--- src/rtl/seven_seg_pkg.sv ---
// Shared definitions for the seven-segment scan controller and the
// per-digit cathode driver: digit code type, blank code, width helpers.
package seven_seg_pkg;

    // 4-bit digit code presented to the cathode driver (BCD, 10..15 blank)
    typedef logic [3:0] digit_t;

    // Code the driver renders as an unlit digit
    localparam digit_t BLANK_CODE = 4'hF;

    // Ceiling log2; returns 0 for v <= 1
    function automatic int clog2(input int v);
        int r;
        int x;
        r = 0;
        x = v - 1;
        while (x > 0) begin
            r = r + 1;
            x = x >> 1;
        end
        return r;
    endfunction

    // Ceiling log2 clamped to at least one bit, for register widths
    function automatic int clog2_min1(input int v);
        return (clog2(v) < 1) ? 1 : clog2(v);
    endfunction

    // Larger of two integers
    function automatic int max_int(input int a, input int b);
        return (a > b) ? a : b;
    endfunction

endpackage

--- src/rtl/scan_tick_gen.sv ---
// Slot/frame timing for the display scan. A slot counter runs
// 0..SLOT_CYCLES-1; at its last count the digit index advances, and
// the edge where the index wraps to 0 is the frame boundary.
module scan_tick_gen
    import seven_seg_pkg::*;
#(
    parameter int SLOT_CYCLES = 10,
    parameter int NUM_DIGITS  = 4,
    localparam int CNT_W      = clog2_min1(SLOT_CYCLES),
    localparam int IDX_W      = clog2_min1(NUM_DIGITS)
) (
    input  logic             i_clk,
    input  logic             i_rst_n,
    output logic [IDX_W-1:0] o_idx,
    output logic             o_slot_end,
    output logic             o_frame_end
);

    logic [CNT_W-1:0] r_cnt;
    logic [IDX_W-1:0] r_idx;
    logic             w_slot_end;
    logic             w_frame_end;

    assign w_slot_end  = (r_cnt == CNT_W'(SLOT_CYCLES - 1));
    assign w_frame_end = w_slot_end && (r_idx == IDX_W'(NUM_DIGITS - 1));

    // Slot counter and digit index; both wrap exactly at their last value
    always_ff @(posedge i_clk) begin
        if (!i_rst_n) begin
            r_cnt <= '0;
            r_idx <= '0;
        end else begin
            if (w_slot_end) begin
                r_cnt <= '0;
                if (w_frame_end) begin
                    r_idx <= '0;
                end else begin
                    r_idx <= r_idx + IDX_W'(1);
                end
            end else begin
                r_cnt <= r_cnt + CNT_W'(1);
            end
        end
    end

    assign o_idx       = r_idx;
    assign o_slot_end  = w_slot_end;
    assign o_frame_end = w_frame_end;

endmodule

--- src/rtl/seven_segment_scan_ctrl.sv ---
// Multiplexed scan controller for an N-digit common-anode seven-segment
// display. A staged frame (value/dots) is committed to the displayed
// shadow frame only at a frame boundary, so frames never tear. The
// current slot's digit/dot go to the downstream cathode driver (one
// registered stage); anode strobes are delayed one extra cycle so they
// switch on the same edge as the driver's cathode outputs.
//
// Build option SEVEN_SEG_SCAN_BLANK_EN: when defined, anodes are held
// off for the first 2 cycles of every slot as ghosting dead-time
// (requires SLOT_CYCLES >= 4). Digit/dot timing is identical either way.
module seven_segment_scan_ctrl
    import seven_seg_pkg::*;
#(
    parameter int NUM_DIGITS  = 4,
    parameter int CLK_FREQ_HZ = 100000000,
    parameter int FRAME_HZ    = 1000
) (
    input  logic                    clk,
    input  logic                    rst_n,
    input  logic                    load,
    input  logic [4*NUM_DIGITS-1:0] value,
    input  logic [NUM_DIGITS-1:0]   dots,
    output logic                    commit,
    output logic [3:0]              digit,
    output logic                    dot_en,
    output logic [NUM_DIGITS-1:0]   anode_n
);

    localparam int SLOT_CYCLES = max_int(1, CLK_FREQ_HZ / (FRAME_HZ * NUM_DIGITS));
    localparam int IDX_W       = clog2_min1(NUM_DIGITS);

`ifdef SEVEN_SEG_SCAN_BLANK_EN
    localparam bit BLANK_EN = 1'b1;
    if (SLOT_CYCLES < 4) begin : g_bad_slot_cycles
        $error("seven_segment_scan_ctrl: dead-time blanking needs SLOT_CYCLES >= 4");
    end
`else
    localparam bit BLANK_EN = 1'b0;
`endif

    if (NUM_DIGITS < 2) begin : g_bad_num_digits
        $error("seven_segment_scan_ctrl: NUM_DIGITS must be at least 2");
    end

    logic [IDX_W-1:0]      w_idx;
    logic                  w_slot_end;
    logic                  w_frame_end;
    logic                  w_do_commit;
    logic [NUM_DIGITS-1:0] w_anode_sel_n;
    logic                  w_slot_early;

    digit_t                r_stage      [NUM_DIGITS];
    logic [NUM_DIGITS-1:0] r_stage_dots;
    logic                  r_pending;
    digit_t                r_shadow     [NUM_DIGITS];
    logic [NUM_DIGITS-1:0] r_shadow_dots;
    logic                  r_commit;

    logic [1:0]            r_slot_age;
    logic                  r_early_p1;
    digit_t                r_digit_p1;
    logic                  r_dot_en_p1;
    logic [NUM_DIGITS-1:0] r_anode_n_p1;
    logic [NUM_DIGITS-1:0] r_anode_n_p2;

    scan_tick_gen #(
        .SLOT_CYCLES (SLOT_CYCLES),
        .NUM_DIGITS  (NUM_DIGITS)
    ) u_tick (
        .i_clk       (clk),
        .i_rst_n     (rst_n),
        .o_idx       (w_idx),
        .o_slot_end  (w_slot_end),
        .o_frame_end (w_frame_end)
    );

    // A boundary only transfers data when something was staged
    assign w_do_commit = w_frame_end && r_pending;

    // Staging captures loads; shadow takes staging at a pending boundary.
    // A load on the commit edge lands in staging after the old contents
    // moved to shadow, so pending stays set for the next boundary.
    always_ff @(posedge clk) begin
        if (!rst_n) begin
            for (int i = 0; i < NUM_DIGITS; i++) begin
                r_stage[i]  <= BLANK_CODE;
                r_shadow[i] <= BLANK_CODE;
            end
            r_stage_dots  <= '0;
            r_shadow_dots <= '0;
            r_pending     <= 1'b0;
            r_commit      <= 1'b0;
        end else begin
            r_commit <= w_do_commit;
            if (w_do_commit) begin
                for (int i = 0; i < NUM_DIGITS; i++) begin
                    r_shadow[i] <= r_stage[i];
                end
                r_shadow_dots <= r_stage_dots;
            end
            if (load) begin
                for (int i = 0; i < NUM_DIGITS; i++) begin
                    r_stage[i] <= digit_t'(value[4*i +: 4]);
                end
                r_stage_dots <= dots;
                r_pending    <= 1'b1;
            end else if (w_frame_end) begin
                r_pending <= 1'b0;
            end
        end
    end

    // Saturating age of the current slot (tracks the slot count up to 3)
    always_ff @(posedge clk) begin
        if (!rst_n) begin
            r_slot_age <= 2'd0;
        end else if (w_slot_end) begin
            r_slot_age <= 2'd0;
        end else if (r_slot_age != 2'd3) begin
            r_slot_age <= r_slot_age + 2'd1;
        end
    end

    assign w_slot_early = (r_slot_age < 2'd2);

    // Decode the active digit index into an active-low anode pattern
    always_comb begin
        w_anode_sel_n = '1;
        for (int k = 0; k < NUM_DIGITS; k++) begin
            if (w_idx == IDX_W'(k)) begin
                w_anode_sel_n[k] = 1'b0;
            end
        end
    end

    // ---- stage p1: digit/dot to the driver, anode pattern held one cycle
    // ---- stage p2: anodes switch with the driver's registered cathodes
    always_ff @(posedge clk) begin
        if (!rst_n) begin
            r_digit_p1   <= BLANK_CODE;
            r_dot_en_p1  <= 1'b0;
            r_anode_n_p1 <= '1;
            r_early_p1   <= 1'b0;
            r_anode_n_p2 <= '1;
        end else begin
            r_digit_p1   <= r_shadow[w_idx];
            r_dot_en_p1  <= r_shadow_dots[w_idx];
            r_anode_n_p1 <= w_anode_sel_n;
            r_early_p1   <= w_slot_early;
            r_anode_n_p2 <= (BLANK_EN && r_early_p1) ? '1 : r_anode_n_p1;
        end
    end

    assign commit  = r_commit;
    assign digit   = r_digit_p1;
    assign dot_en  = r_dot_en_p1;
    assign anode_n = r_anode_n_p2;

endmodule
--- config.mk ---
export PLATFORM = sky130hd
export DESIGN_NAME = seven_segment_scan_ctrl
export DESIGN_NICKNAME = d
export VERILOG_FILES = /design/src/rtl/seven_seg_pkg.sv /design/src/rtl/scan_tick_gen.sv /design/src/rtl/seven_segment_scan_ctrl.sv
export SDC_FILE = /design/constraint.sdc
export NUM_CORES = 1
export LEC_CHECK = 0
export ABC_AREA = 0
export BUFFER_PORTS_ARGS = -buffer_cell sky130_fd_sc_hd__clkbuf_2
export CAP_MARGIN = 20
export CORE_UTILIZATION = 57
export DETAILED_ROUTE_END_ITERATION = 7
export GPL_ROUTABILITY_DRIVEN = 0
export GPL_TIMING_DRIVEN = 0
export HOLD_SLACK_MARGIN = 0.02
export PLACE_DENSITY = 0.88
export SETUP_SLACK_MARGIN = 0.15
export SYNTH_ARGS = -nofsm -noshare
export SYNTH_HDL_FRONTEND = slang
export SYNTH_SLANG_ARGS = --single-unit
--- constraint.sdc ---
create_clock -name clk -period 2.9 [get_ports clk]
set_input_delay 0 -clock clk [delete_from_list [all_inputs] [get_ports clk]]
set_output_delay 0 -clock clk [all_outputs]
set_load 0.01 [all_outputs]
Word-level counts from Yosys, hierarchy flattened
Memories as Yosys holds them, arrays and structs flattened. A register that Yosys moved wholly into a read port is not among the register bits.
Index checks and enable logic that the tools add are counted.
{"block": "classes", "add_sub_neg": 2, "n_mul": 0, "div_mod_pow": 0, "order_cmp": 1, "n_eq_ne": 4, "shifts": 0, "mux": 24, "n_bitwise": 9, "reduce_logical": 6}
{"op": "4-bit two-way mux", "count": 8}
{"op": "15-bit by 1-bit adder with 15-bit output (second input constant)", "count": 1}
{"op": "15-bit equality test (second input constant)", "count": 1}
{"op": "1-bit two-way mux", "count": 14}
{"op": "1-bit bitwise OR", "count": 8}
{"op": "2-bit equality test (second input constant)", "count": 2}
{"op": "2-bit by 3-bit < comparator with 1-bit output (second input constant)", "count": 1}
{"op": "2-bit by 1-bit adder with 2-bit output (second input constant)", "count": 1}
{"op": "1-bit binary-select mux with 2-bit select", "count": 1}
{"op": "2-bit by 1-bit equality test with 1-bit output (second input constant)", "count": 1}
{"op": "1-bit logical AND", "count": 2}
{"op": "2-bit zero test", "count": 1}
{"op": "2-bit two-way mux", "count": 1}
{"op": "2-bit nonzero test", "count": 1}
{"op": "2-bit OR reduction", "count": 1}
{"op": "1-bit zero test", "count": 1}
{"op": "1-bit inverter", "count": 1}
{"block": "word_totals", "regBits": 36, "latch_bits": 0, "mem_bits_rw": 32, "romBits": 0, "out_inout_bits": 10, "mem_count": 2}
{"memory": "r_shadow", "words": 4, "width": 4, "read_ports": 1, "rd_ports_with_merged_regs": 1, "write_ports": 4, "line": "seven_segment_scan_ctrl.sv:55", "rtl": "digit_t r_shadow [NUM_DIGITS];"}
{"memory": "r_stage", "words": 4, "width": 4, "read_ports": 4, "rd_ports_with_merged_regs": 0, "write_ports": 4, "line": "seven_segment_scan_ctrl.sv:52", "rtl": "digit_t r_stage [NUM_DIGITS];"}

Logic depth before layout (Yosys ltp)
Gate-level depths: netlist of run 1.
{"block": "logic_depth", "word_depth": 7, "depth_mapped": 6, "depth_no_buf": 5}

Modules after synthesis
Synthesis of run 1 repeated with hierarchy kept, for this count alone.
{"block": "unflattened", "cells_unflattened": 220, "area_unflattened_um2": 2787.7}
{"module": "seven_segment_scan_ctrl", "instances": 1, "cells_each": 136, "area_per_inst_um2": 1991.9}
{"module": "scan_tick_gen", "instances": 1, "cells_each": 84, "area_per_inst_um2": 795.8}

Worst setup path before layout of run 1
Ideal clock, no wire load.
{"block": "synth_timing", "kind": "reg-to-reg", "startpoint": "reg u_tick.r_cnt[6]", "endpoint": "mem r_shadow[0][0] (netlist name), enable pin", "setup_time_ns": 0.364, "arrival_time_ns": 1.838, "setup_slack_ns": 0.698, "path_stages_with_launch": 5, "path_buffers": 0, "synth_period_minus_slack_ns": 2.202, "cell_sequence": "dfxtp_1 -> or4_1 -> nor4_1 -> a31oi_1 -> inv_1"}
{"element": "start, declared", "line": "scan_tick_gen.sv:19", "rtl": "logic [CNT_W-1:0] r_cnt;"}
{"element": "start signal, assigned", "line": "scan_tick_gen.sv:41", "rtl": "r_cnt <= r_cnt + CNT_W'(1);"}
{"element": "end, declared", "line": "seven_segment_scan_ctrl.sv:55"}

==> impl_metrics.toml, run 1 <==
[sta]
setup_slack_ps = 442
slew_headroom_pct = 49.8
period_share_pct = 84.8
hold_viol = 0
clock.fmax_mhz = 407
slew_viol_final = 0
rsz0062_at_grt = "no"
final-setup-viol-count = 0
period_needed_ps = 2460
skew_ps = 9.67
finalSetupTns_ps = 0
tightest_slew_ps = 753

[global_routing]
overflow = 0
grt_pass1_vias = 1787
grt_pass1_wl_mm = 8.48
grt_util_all_layers_pct = 23.0
antenna_found_initial = 0
grt_start_max_net_pins = 17

[run_status]
outcome = "finished clean"

[yosys]
synth_area_sq_mm = 0.00277
synth_top_cell_area_share_pct = 34.7
async_reset_ff_share_pct = 0
synthTopCellsByArea = "edfxtp_1 35%, dfxtp_1 29%, mux4_2 4.1%"
synth_ff_type = "dfxtp_1"
avgSynthCellArea_sq_um = 12.4
synthCells = 223
ys_seq_area_share_pct = 63.7
synth_edf_count = 32
synth_warnings = 0
ys_types = 30
yosys.area.top_type = "edfxtp_1"
ys_ff_latch = 72
syn_nets = 251

[floorplanning]
start_util_pct = 61.4
core_region_area_sq_mm = 0.00450
pin_count = 33
fp-row-count = 24
dieHeight_um = 71.7
die_w_um = 71.7
dieArea_sq_mm = 0.00514

[power]
netSwitchingFraction_pct = 21.4
static-leakage-power_nw = 1.23
power.density_mw_per_mm2 = 576
p_clk_share_pct = 37.6
p_comb_share_pct = 5.0
power_frac_seq_pct = 57.4
peakVddDrop_uv = 397
power.switching_uw = 416
intPower_mw = 1.53

[critical_path]
criticalPathCategory = "reg -> reg"
end_kind = "flip-flop"
cp.required_ps = 2920
crit_fanout = 16
cp.arrival_ps = 2470
rrSetupSlack_ps = 440
cp-start-kind = "flip-flop"

[clock_network]
clkSinkCount = 72
cts_setup_buffers = 0
cts.root.buffer_cell = "clkbuf_8"
clk_pin_slew_worst_paths_ps = 70
cts_tree = "yes"
cts_buffer_depth = 2
cts_made_buffers = 9
clkLatencyLatePin_ps = 350
htreeDepth = 3

[detailed_routing]
ant_nets = 0
wirelength_mm = 5.18
firstDrtPassIters = 5
wl_per_cell_um = 15.1
drt-initial-drc-count = 137
drc = 0
vias_per_cell = 5.39
vias = 1845

[final_layout]
syn2layout_area_growth_pct = 22.0
drive_gt1_share_pct = 24.8
fin_cells = 342
fin_nets = 313
design_area_sq_mm = 0.00338
n_antenna_cell = 0

[place]
placed_area_sq_mm = 0.00298
port_buffers = 30
dpl.cell_count = 305
place_ws_ps = 287
hpwlAfterDp_mm = 3.16

[hold_path]
hold_path.class = "in -> reg"

[flow_run]
drv_cap = 0
==> power by group through the flow <==
| stage | Clock, mW | Combinational [mW] | Sequential (mW) |
|---|---|---|---|
| final | 0.731 | 0.0980 | 1.12 |
| after floorplan | 0 | 0.0419 | 1.13 |
| after global placement | 0 | 0.0671 | 1.14 |
| after global routing | 0.780 | 0.106 | 1.12 |
| after CTS | 0.734 | 0.0932 | 1.12 |
| after detailed placement | 0 | 0.0707 | 1.14 |
==> flip-flops by register name, indices dropped and copies added (netlist names) <==
signal and cells:
anode_n 4, commit 1, digit 4, dot_en 1
r_anode_n_p1 4, r_pending 1, r_shadow 16, r_shadow_dots 4
r_stage 16, r_stage_dots 4, u_tick.o_idx 2, u_tick.r_cnt 15
==> layout make-up <==
class / count / area (sq um)
plain buffers: 10 / 53.8
clock buffers: 13 / 169
clock inverters: 3 / 15.0
fillers: 286 / 1130
inverters: 6 / 22.5
multi-input cells: 135 / 928
flip-flops and latches: 72 / 1760
well taps: 52 / 65.1
repair buffers: 51 / 360
==> cells by family after synthesis <==
| group | synth area share (%) |
|---|---|
| buffers and inverters | 2.76 |
| AND/OR/NAND/NOR | 19.5 |
| adder cells (fa/ha/maj) | 2.26 |
| AO/OA/AOI/OAI | 2.13 |
| XOR/XNOR | 4.12 |
| multiplexers | 5.52 |
| flip-flops | 63.7 |
==> timing repair <==
item,CTS,global route
setup endpoints to repair,0,16
hold endpoints to repair,27,0
resized for setup,0,1
hold buffers,21,0
==> cell usage after synthesis (2+ instances only) <==
| cell | instances |
|---|---|
| a21oi_1 | 2 |
| edfxtp_1 | 32 |
| nor3_1 | 3 |
| xor2_1 | 2 |
| clkbuf_1 | 7 |
| nand2b_1 | 9 |
| mux4_2 | 5 |
| or3_1 | 17 |
| xnor2_1 | 11 |
| nor2_1 | 20 |
| dfxtp_1 | 40 |
| a22o_1 | 4 |
| buf_6 | 2 |
| nor4_1 | 6 |
| or2_2 | 16 |
| nand3_1 | 5 |
| nand4_1 | 2 |
| ha_1 | 5 |
| nand2_1 | 16 |
| mux2i_1 | 4 |
| inv_1 | 6 |
==> final timing paths <==
kind / depth (start not counted) / to / start
worst max-delay path: 4 / r_shadow[1][0] / u_tick.r_cnt[6]
worst min-delay path: 2 / digit[1] / rst_n
worst max register to register: 4 / r_shadow[1][0] / u_tick.r_cnt[6]
worst min register to register: 1 / anode_n[2] / r_anode_n_p1[2]
==> critical path, cell delays in order (launching register included) <==
cell     delay, ps
dfxtp_1        350
or4_1          560
nor4_1         540
a31oi_1        340
inv_2          350
==> cell usage in the layout (no fill, tap or decap), types with 6 or more instances in the layout <==
cell and instances:
nand2_1 16, clkbuf_1 8, dfxtp_1 40, nand2b_1 9, clkbuf_8 12, nor2_1 20
clkbuf_2 30, dlygate4sd3_1 21, nor4_1 6, xnor2_1 11, or3_1 17, or2_2 16
edfxtp_1 32
==> metrics by stage <==
step	power, mW	hold WS [ps]	utilization (%)
after global placement	1.20	233	66.2
final	1.95	61.7	74.9
after CTS	1.94	45.5	74.9
after detailed placement	1.21	247	66.2
after global routing	2.01	76.3	74.9
after floorplan	1.18	147	-
==> per-layer routing <==
| metal | part of all wire, % | GRT usage (%) | up-vias |
|---|---|---|---|
| met3 | 5.9 | 8.02 | 10 |
| met1 | 43 | 27.8 | 858 |
| met5 | 0 | 0 | - |
| met4 | 1.9 | 10.0 | 0 |
| li1 | - | - | 901 |
| met2 | 49 | 37.3 | 76 |
No activity file was read; power rests on OpenSTA's default activity.
==> run 2, diff against run 1 <==
- clock period: 2.9 -> 2.5 ns (I/O delays scaled with it)
==> run 2 against run 1 <==
  * Final area is 0.89% higher
  * Non-clock buffer count increased by 1
  * Sequential share of layout area shrank 0.46 points
  * Routed wire length increased by 0.71%
  * Clock skew down 1.2 ps
  * Register-to-register slack lost 200 ps
  * Sequential cell count did not move
  * Clock power rose by 16%
  * Combinational power rose by 19%
  * First-iteration DRC count shrank 13%
  * Largest cell class unchanged
  * Via count decreased by 0.11%
  * Final cell count up 0.29%
==> impl_metrics.toml, run 2 (synthesis gave the netlist of run 1 again) <==
[run_status]
outcome = "finished clean"

[critical_path]
end_kind = "flip-flop"
r2r-start = "u_tick.r_cnt[6]"
crit_fanout = 10
reg2reg_to = "r_shadow[0][2]"
criticalPathCategory = "reg -> reg"
rr_worst_depth = 4
cp-start-kind = "flip-flop"
cp.arrival_ps = 2340
cp.required_ps = 2580
rrSetupSlack_ps = 240

[final_layout]
layout_common_cells = "40 x dfxtp_1, 32 x edfxtp_1, 30 x clkbuf_2"
fin_nets = 314
regArea_sq_mm = 0.00176
drive_gt1_share_pct = 25.8
final_common_cell = "dfxtp_1"
n_antenna_cell = 0
multiInputGateArea_sq_um = 938
final_core_util_pct = 75.6
syn2layout_area_growth_pct = 23.1
reg.largest.list = "r_shadow x16, r_stage x16, u_tick.r_cnt x15"
fin_cells = 343
fill_cells = 280

[detailed_routing]
vias = 1843
firstDrtPassIters = 4
drt-initial-drc-count = 119
wl_per_cell_um = 15.2
wirelength_mm = 5.22
ant_nets = 0
vias_per_cell = 5.37
drc = 0

[global_routing]
grt_util_all_layers_pct = 23.2
antenna_found_initial = 0
grt_pass1_vias = 1801
grt_start_max_net_pins = 17
overflow = 0
grt_pass1_wl_mm = 8.57

[clock_network]
cts_made_buffers = 9
clkSinkCount = 72
htreeDepth = 3
clkLatencyLatePin_ps = 350
cts.root.buffer_cell = "clkbuf_8"
cts_tree = "yes"
cts_buffer_depth = 2
clk_pin_slew_worst_paths_ps = 70

[hold_path]
hold_path_end = "digit[1]"
whs_path_depth = 2
hold_start = "rst_n"
hold_path.class = "in -> reg"

[floorplanning]
dieArea_sq_mm = 0.00514
die_w_um = 71.7
start_util_pct = 61.4
core_region_area_sq_mm = 0.00450
dieHeight_um = 71.7
fp-row-count = 24
pin_count = 33

[power]
power_mw = 2.26
power.density_mw_per_mm2 = 663
peakVddDrop_uv = 456
static-leakage-power_nw = 1.24

[sta]
slew_headroom_pct = 49.0
rsz0062_at_grt = "no"
clock.fmax_mhz = 442
hold_viol = 0
tightest_slew_ps = 765
finalSetupTns_ps = 0
skew_ps = 8.50
period_share_pct = 90.5
whs_ps = 62.6
slew_viol_final = 0
final-setup-viol-count = 0
period_needed_ps = 2260

[place]
port_buffers = 30
hpwlAfterDp_mm = 3.16
dpl.cell_count = 305

[flow_run]
drv_cap = 0
==> run 2: cell types whose count changed in the layout (fill, tap and decap cells not counted) <==
cell / before / now
buf_12: 0 / 1
nor4_1: 6 / 5
nor4_2: 0 / 1
or4_1: 1 / 0
or4_4: 1 / 2
==> run 2: how the worst max path moves through the flow <==
stage                          startpoint             end  slack (ps)  depth (start not counted)
after detailed placement  u_tick.r_cnt[6]  r_shadow[0][1]        -110                          4
final                     u_tick.r_cnt[6]  r_shadow[0][2]         240                          4
after global routing      u_tick.r_cnt[6]  r_shadow[0][2]         130                          5
after global placement    u_tick.r_cnt[6]  r_shadow[0][3]         -50                          4
after floorplan           u_tick.r_cnt[6]  r_shadow[0][0]         300                          4
after CTS                 u_tick.r_cnt[6]  r_shadow[0][2]         210                          4
==> run 2: where the power goes <==
group | switching (mW) | internal, mW | leakage [nW] | total (mW)
registers | 0.0174 | 1.28 | 0.638 | 1.29
clock network | 0.410 | 0.437 | 0.0992 | 0.847
logic | 0.0546 | 0.0628 | 0.505 | 0.117
total | 0.482 | 1.78 | 1.24 | 2.26
==> run 2: what timing repair did <==
action / CTS / global route
endpoints found under the hold margin: 27 / 0
gates resized for setup: 2 / 1
setup endpoints to repair: 16 / 19
hold buffers: 21 / 0
buffers inserted: 0 / 1
==> run 2: routing by layer <==
layer | GRT usage [%] | wire, um
met1 | 28.3 | 2230
met2 | 37.5 | 2580
met3 | 8.02 | 322
met4 | 10.0 | 80
met5 | 0 | 0
==> run 2: final cells by class <==
| cell class | count | area share [%] |
|---|---|---|
| Tap cell | 52 | 1.91 |
| Buffer | 10 | 1.58 |
| Clock inverter | 3 | 0.441 |
| Timing Repair Buffer | 52 | 11.2 |
| Multi-Input combinational cell | 135 | 27.6 |
| Clock buffer | 13 | 4.96 |
| Sequential cell | 72 | 51.7 |
| Inverter | 6 | 0.661 |
==> run 2: worst max-delay path: stages, from the launching register on <==
cell     delay (ps)
dfxtp_1         350
or4_4           550
or4_4           570
buf_6           160
or3_1           370
==> run 2: per-stage QoR <==
stage	cell area [sq um]	setup slack [ps]
after floorplan	2770	298
after global placement	2980	-51.4
after detailed placement	2980	-113
after CTS	3380	214
after global routing	3410	135
final	3410	238
==> run 3, diff against run 2 <==
- SYNTH_HIERARCHICAL: default -> 1
==> run 3 against run 2 <==
  * Synthesized cell count is 1.3% lower
  * Global-route usage is 0.85 points higher
  * Routed wire length is 8.6% higher
  * Sequential cell count stayed put
  * Setup slack better by 63 ps
  * Fmax is 2.8% higher
  * Clock skew is 7.2 ps higher
  * Area after synthesis is 0.77% higher
  * Critical path type unchanged
  * Highest routed layer unchanged
==> impl_metrics.toml, run 3 <==
[run_status]
outcome = "finished clean"

[clock_network]
cts_made_buffers = 9
cts_tree = "yes"
cts_buffer_depth = 2
cts.root.buffer_cell = "clkbuf_8"
htreeDepth = 3
clk_pin_slew_worst_paths_ps = 80
clkSinkCount = 72
clkLatencyLatePin_ps = 350

[yosys]
avgSynthCellArea_sq_um = 12.7
synth_area_sq_mm = 0.00279
synth_top_cell_area_share_pct = 34.5
synth_warnings = 6
synth_edf_count = 32
yosysMostFrequentCell = "dfxtp_1"
async_reset_ff_share_pct = 0
ys_types = 36
ys_ff_latch = 72
yosys.area.top_type = "edfxtp_1"
synthTopCellsByArea = "edfxtp_1 34%, dfxtp_1 29%, nand2b_1 5.2%"
synthCells = 220
synth_common_cells = "40 x dfxtp_1, 32 x edfxtp_1, 23 x nand2b_1"
ys_seq_area_share_pct = 63.2
synth_ff_type = "dfxtp_1"
syn_nets = 245

[final_layout]
syn2layout_area_growth_pct = 25.2
final_core_util_pct = 73.9
reg.largest.list = "r_shadow x16, r_stage x16, u_tick/r_cnt x15"
layout_common_cells = "40 x dfxtp_1, 32 x edfxtp_1, 31 x clkbuf_2"
fin_nets = 314
n_antenna_cell = 0
fill_cells = 275
drive_gt1_share_pct = 26.2
final_common_cell = "dfxtp_1"

[power]
power.density_mw_per_mm2 = 664
static-leakage-power_nw = 1.32
peakVddDrop_uv = 508

[floorplanning]
dieHeight_um = 71.9
start_util_pct = 59.0
fp-row-count = 25
pin_count = 33
core_region_area_sq_mm = 0.00472
dieArea_sq_mm = 0.00517
die_w_um = 71.9

[detailed_routing]
wirelength_mm = 5.66
drc = 0
drt-initial-drc-count = 95
vias_per_cell = 5.08
vias = 1833
ant_nets = 0
firstDrtPassIters = 4
wl_per_cell_um = 15.7

[sta]
tightest_slew_ps = 729
period_needed_ps = 2200
finalSetupTns_ps = 0
hold_viol = 0
rsz0062_at_grt = "no"
clock.fmax_mhz = 455
slew_viol_final = 0
slew_headroom_pct = 51.4
final-setup-viol-count = 0
skew_ps = 15.7
whs_ps = 407
period_share_pct = 88.0

[global_routing]
grt_util_all_layers_pct = 24.0
overflow = 0
antenna_found_initial = 0
grt_pass1_vias = 1847
grt_pass1_wl_mm = 8.95
grt_start_max_net_pins = 17

[place]
port_buffers = 31
hpwlAfterDp_mm = 2.97

[critical_path]
cp.arrival_ps = 2290
crit_fanout = 10
end_kind = "flip-flop"
cp-start-kind = "flip-flop"
cp.required_ps = 2590
criticalPathCategory = "reg -> reg"

[flow_run]
drv_cap = 0

[hold_path]
hold_path.class = "reg -> reg"
-- run 3: worst paths after layout --
check                  startpoint              to  slack, ps  depth (start not counted)
hold / removal    r_anode_n_p1[0]      anode_n[0]        410                          1
setup / recovery  u_tick/r_cnt[0]  r_shadow[3][1]        300                          8
setup reg to reg  u_tick/r_cnt[0]  r_shadow[3][1]        300                          8
hold reg to reg   r_anode_n_p1[0]      anode_n[0]        410                          1
-- run 3: worst max-delay path: stages (launching register included) --
cell      delay, ps
dfxtp_1         350
ha_1            240
and4bb_2        250
nand4_2         200
inv_1           100
and2_1          220
and3_1          230
buf_2           230
nand2b_1        120
-- run 3: power breakdown --
group | switching [mW] | total, mW | internal [mW]
combinational | 0.0562 | 0.131 | 0.0744
sequential | 0.0193 | 1.30 | 1.28
clock | 0.433 | 0.890 | 0.456
-- run 3: what timing repair did --
item,in CTS,in global routing
endpoints found under the setup margin,0,16
buffers inserted,0,1
hold endpoints to repair,22,0
resized for setup,0,2
hold buffers,26,0
-- run 3: cell type report --
class	instances	area, sq um	area share, %
timing repair buffer	58	423	12.1
inverter	2	11.3	0.323
sequential	72	1760	50.5
clock buffer	10	128	3.66
tap	67	83.8	2.40
clock inverter	6	60.1	1.72
multi-input combinational	138	973	27.9
buffer	8	48.8	1.40
-- run 3: kinds of logic (layout without fill, tap and decap cells) --
| family | after synthesis | after routing | synth area share (%) |
|---|---|---|---|
| multiplexers | 14 | 14 | 5.48 |
| flip-flops | 72 | 72 | 63.2 |
| XOR/XNOR | 12 | 12 | 3.77 |
| AND/OR/NAND/NOR | 97 | 97 | 21.1 |
| adder cells (fa/ha/maj) | 2 | 2 | 0.898 |
| AO/OA/AOI/OAI | 13 | 13 | 3.50 |
| buffers and inverters | 10 | 84 | 2.02 |
-- run 3: metal layers --
layer  vias to the layer above  track usage, %  share of wire, %
met2                        57            40.7                50
li1                        909               -                 -
met5                         -               0                 0
met1                       855            28.7                43
met3                        12            7.50               4.5
met4                         0            9.80               2.1
-- run 3: per-stage QoR --
step / power, mW / instance area, sq um / worst slack, ps / std cells
after detailed placement: 1.41 / 3030 / 247 / 318
after global placement: 1.40 / 3030 / 321 / 318
after CTS: 2.29 / 3470 / 224 / 360
after global routing: 2.38 / 3490 / 206 / 361
final: 2.32 / 3490 / 300 / 361
after floorplan: 1.37 / 2790 / 524 / 220
